## config.mk

```make
export PLATFORM = sky130hd
export DESIGN_NAME = serial_mag_cmp
export DESIGN_NICKNAME = d
export VERILOG_FILES = /design/src/rtl/serial_mag_cmp.sv
export SDC_FILE = /design/constraint.sdc
export NUM_CORES = 1
export LEC_CHECK = 0
export CAP_MARGIN = 20
export CORE_MARGIN = 8
export CORE_UTILIZATION = 45
export CTS_CLUSTER_SIZE = 20
export DETAILED_ROUTE_END_ITERATION = 16
export GPL_TIMING_DRIVEN = 0
export PLACE_DENSITY = 0.74
export REMOVE_ABC_BUFFERS = 1
export SYNTH_ARGS = -nofsm -noshare
export SYNTH_HDL_FRONTEND = slang
export SYNTH_SLANG_ARGS = --single-unit
```

## constraint.sdc

```tcl
create_clock -name clk -period 1.9 [get_ports clk]
set_input_delay 0.38 -clock clk [delete_from_list [all_inputs] [get_ports clk]]
set_output_delay 0.38 -clock clk [all_outputs]
set_load 0.01 [all_outputs]
```

## src/rtl/serial_mag_cmp.sv

```systemverilog
`default_nettype none
// ============================================================================
//  Module      : serial_mag_cmp
//  Description : Sequential magnitude comparator. Scans two W-bit operands
//                MSB-first, D bits per clock. It stops at the first digit
//                that differs and reports gt/lt/eq behind a start/done
//                handshake. Supports unsigned or two's-complement compare.
//  Revision    : 1.0 - initial release
// ============================================================================
module serial_mag_cmp #(
    parameter int W = 8,
    parameter int D = 1
) (
    input  logic         clk,
    input  logic         rst_n,
    input  logic         start_i,
    input  logic         signed_mode_i,
    input  logic [W-1:0] a_i,
    input  logic [W-1:0] b_i,
    output logic         busy_o,
    output logic         done_o,
    output logic         gt_o,
    output logic         lt_o,
    output logic         eq_o
);

    localparam int NDIG = W / D;
    localparam int IW   = (NDIG > 1) ? $clog2(NDIG) : 1;

    typedef enum logic [1:0] {
        IDLE = 2'd0,
        SCAN = 2'd1,
        DONE = 2'd2
    } state_t;

    state_t        state_q, state_d;
    logic [IW-1:0] idx_q,   idx_d;
    logic [W-1:0]  a_q,     a_d;
    logic [W-1:0]  b_q,     b_d;
    logic          gt_q,    gt_d;
    logic          lt_q,    lt_d;
    logic          eq_q,    eq_d;

    logic [D-1:0]  dig_a, dig_b;
    logic [W-1:0]  sign_flip;

    // Flipping the sign bit of both operands maps two's-complement ordering
    // onto unsigned ordering, so the scan itself is always unsigned.
    assign sign_flip = {signed_mode_i, {(W-1){1'b0}}};

    // Digit currently under examination.
    assign dig_a = a_q[int'(idx_q)*D +: D];
    assign dig_b = b_q[int'(idx_q)*D +: D];

    // State, index, operand and result registers with asynchronous reset.
    always_ff @(posedge clk or negedge rst_n) begin
        if (!rst_n) begin
            state_q <= IDLE;
            idx_q   <= '0;
            a_q     <= '0;
            b_q     <= '0;
            gt_q    <= 1'b0;
            lt_q    <= 1'b0;
            eq_q    <= 1'b0;
        end else begin
            state_q <= state_d;
            idx_q   <= idx_d;
            a_q     <= a_d;
            b_q     <= b_d;
            gt_q    <= gt_d;
            lt_q    <= lt_d;
            eq_q    <= eq_d;
        end
    end

    // Next-state logic: capture on start, scan MSB-first, stop on first difference.
    always_comb begin
        state_d = state_q;
        idx_d   = idx_q;
        a_d     = a_q;
        b_d     = b_q;
        gt_d    = gt_q;
        lt_d    = lt_q;
        eq_d    = eq_q;
        case (state_q)
            IDLE: begin
                if (start_i) begin
                    a_d     = a_i ^ sign_flip;
                    b_d     = b_i ^ sign_flip;
                    idx_d   = IW'(NDIG - 1);
                    gt_d    = 1'b0;
                    lt_d    = 1'b0;
                    eq_d    = 1'b0;
                    state_d = SCAN;
                end
            end
            SCAN: begin
                if (dig_a > dig_b) begin
                    gt_d    = 1'b1;
                    state_d = DONE;
                end else if (dig_a < dig_b) begin
                    lt_d    = 1'b1;
                    state_d = DONE;
                end else if (idx_q == '0) begin
                    eq_d    = 1'b1;
                    state_d = DONE;
                end else begin
                    idx_d   = idx_q - IW'(1);
                end
            end
            DONE: begin
                state_d = IDLE;
            end
            default: begin
                state_d = IDLE;
            end
        endcase
    end

    // Outputs decode only registered state.
    assign busy_o = (state_q != IDLE);
    assign done_o = (state_q == DONE);
    assign gt_o   = gt_q;
    assign lt_o   = lt_q;
    assign eq_o   = eq_q;

endmodule
`default_nettype wire

```

==> flow_summary.toml <==
[status]
status = "finished, violations left"
violations = "negative setup slack"

[worst_setup_path]
cp.required_ns = 2.13
crit_arrival_ns = 2.18
critPathMaxFanout = 6
rrSetupSlack_ns = -0.06
path_class = "reg -> reg"
worstSetupStartpointType = "register"
cp-end-kind = "register"

[sta]
slew_violations = 0
timing.hold.ws_ns = 0.284
fmax_mhz = 511
rsz0062_at_grt = "yes"
finalHoldViolCount = 0
max_slew_margin = 0.495
clock_skew_ns = 0.00651
min_period_ns = 1.96
setup_slack_ns = -0.0582
setup_viol = 3
worst_pin_slew_ns = 0.754
fin_crit_sh = 1.03

[drt]
drtAntennaViolNets = 0
vias = 852
totalWireLength_um = 2340
drt-initial-drc-count = 55
drc_errors = 0
first_pass_iters = 4
vias_per_cell = 5.46
wire_per_inst_um = 15.0

[logic_synthesis]
async_flop_share = 1.00
synth_area_um2 = 1210
synth-warning-count = 0
synth-edff-count = 0
synth_ff_type = "dfrtp_1"
seq_area_frac_synth = 0.494
synthDistinctLibCells = 27
synth.avg_cell_area_um2 = 12.8
syn_inst = 95
ys_ff_latch = 24

[final_layout]
drive_above_1_share = 0.328
design_area_um2 = 1600
n_antenna_cell = 0
fillers = 226
synthToLayoutAreaGrowth_pct = 31.4
nNetsFinal = 150

[die]
die_x_um = 68.0
core_um2 = 2660
die_y_um = 68.0
io_pins = 25
initial_core_util = 0.456
fp-row-count = 19
dieArea_um2 = 4620

[global_route]
met2_usage = 0.181
grt_pass1_wl_um = 3970
grt.busiest_layer = "met2"
met3_usage = 0.0278
grt_max_degree = 25
overflow = 0
antenna_found_initial = 0
first_global_vias = 863
use_met1 = 0.139
track_usage = 0.114

[cts]
cts_htree_levels = 1
cts_buffers = 3
cts_buffer_depth = 2
clk_pin_slew_ns = 0.13
clkLatencyLatePin_ns = 0.32
clock-root-buffer = "clkbuf_4"
hold_buffers = 0
cts.sinks = 24
cts_tree = "done"

[placed_design]
portBuffers = 24
place_congestion = 0.829
hpwl_um = 1730
place_area_um2 = 1470
dp_slack_ns = -0.338

[pwr]
seq_power_share = 0.339
clockPowerShare = 0.096
switching_power_mw = 0.998
peakVddDrop_uv = 1070
p_comb_frac = 0.564
swShare = 0.359
p_int_mw = 1.78
p_per_area_nw_per_um2 = 1740
finalPower_mw = 2.78
p_leak_nw = 0.681

[worst_hold_path]
min_path_type = "in -> async"

[job]
drv_cap = 0
## worst max-delay path: stages (launching register included)
cell	delay (ns)
dfrtp_2	0.48
mux4_2	0.53
nand2_2	0.09
and2_4	0.15
ha_4	0.14
nor2_4	0.05
or3_1	0.30
o211a_1	0.11
## final cells by class
type | instances | area (µm²) | area share
clock buffer | 4 | 36.3 | 0.0227
inverter | 5 | 18.8 | 0.0118
multi-input combinational | 62 | 587 | 0.368
sequential | 24 | 604 | 0.379
tap | 31 | 38.8 | 0.0243
timing repair buffer | 30 | 312 | 0.195
## routing by layer
metal	wire length [µm]	share of wire
met4	50	0.021
met1	976	0.42
met5	0	0
met3	103	0.044
met2	1210	0.52
## timing repair
action / 4_1_cts / 5_1_grt
endpoints found under the setup margin: 5 / 13
setup buffers: 3 / 1
pin swaps: 5 / 2
resized for setup: 16 / 3
## state kept, by name, indices dropped and copies added, names as in the netlist
signal	count
lt_o	1
gt_o	1
b_q	8
idx_q	3
a_q	8
state_q	2
eq_o	1
## cells by family after synthesis
family | count (synthesis) | share of synthesized area
fa+ha+maj | 4 | 0.0412
compound gates | 13 | 0.0824
mux | 18 | 0.216
xor+xnor | 2 | 0.0144
flops | 24 | 0.494
simple gates | 25 | 0.104
buf+inv | 9 | 0.0474
## power groups by stage
stage	Clock, mW	Combinational, mW	Sequential, mW
3_3_place_gp	0	1.08	0.916
6_report	0.267	1.57	0.943
2_1_floorplan	0	0.839	0.883
3_5_place_dp	0	1.14	0.929
5_1_grt	0.303	1.71	0.974
4_1_cts	0.277	1.53	0.942
## metrics by stage
step	TNS (ns)	cells	utilization
floorplan	-0.180	91	-
detailed placement	-4.25	147	0.551
finish	-0.119	156	0.600
global route	-0.610	156	0.600
global placement	-9.04	146	0.547
CTS	-0.135	154	0.585
## Yosys cell counts (all sizes together) (2+ instances only)
library cell,n,area [µm²]
a21oi,3,15.0
and2,2,12.5
buf,3,33.8
dfrtp,24,601
ha,4,50.1
inv,5,18.8
mux2,14,158
mux4,4,105
nand2,9,33.8
nand2b,2,12.5
nand4,2,12.5
nor2,5,18.8
nor2b,2,12.5
o211a,2,20.0
xnor2,2,17.5
## cell usage in the layout (no fill, tap or decap), types with 2 or more instances in the layout
master           count
clkdlybuf4s50_1     23
dfrtp_1             21
mux2_2              14
nand2_1              6
inv_1                5
mux4_2               4
nor2_1               4
buf_4                4
nand2_2              3
a21oi_1              3
clkbuf_4             3
dfrtp_2              3
and2_4               2
nor2b_1              2
nand2b_1             2
nand4_1              2
o211a_1              2
xnor2_1              2
ha_4                 2
ha_1                 2
## final timing paths
path / endpoint / depth (start not counted) / startpoint
max: idx_q[1] / 7 / idx_q[0]
min: eq_o / 1 / rst_n
max reg2reg: idx_q[1] / 7 / idx_q[0]
min reg2reg: eq_o / 1 / eq_o
max in group asynchronous: idx_q[0] / 2 / rst_n
min in group clk: eq_o / 1 / eq_o
Note: power is estimated with default switching activity, not from simulation.
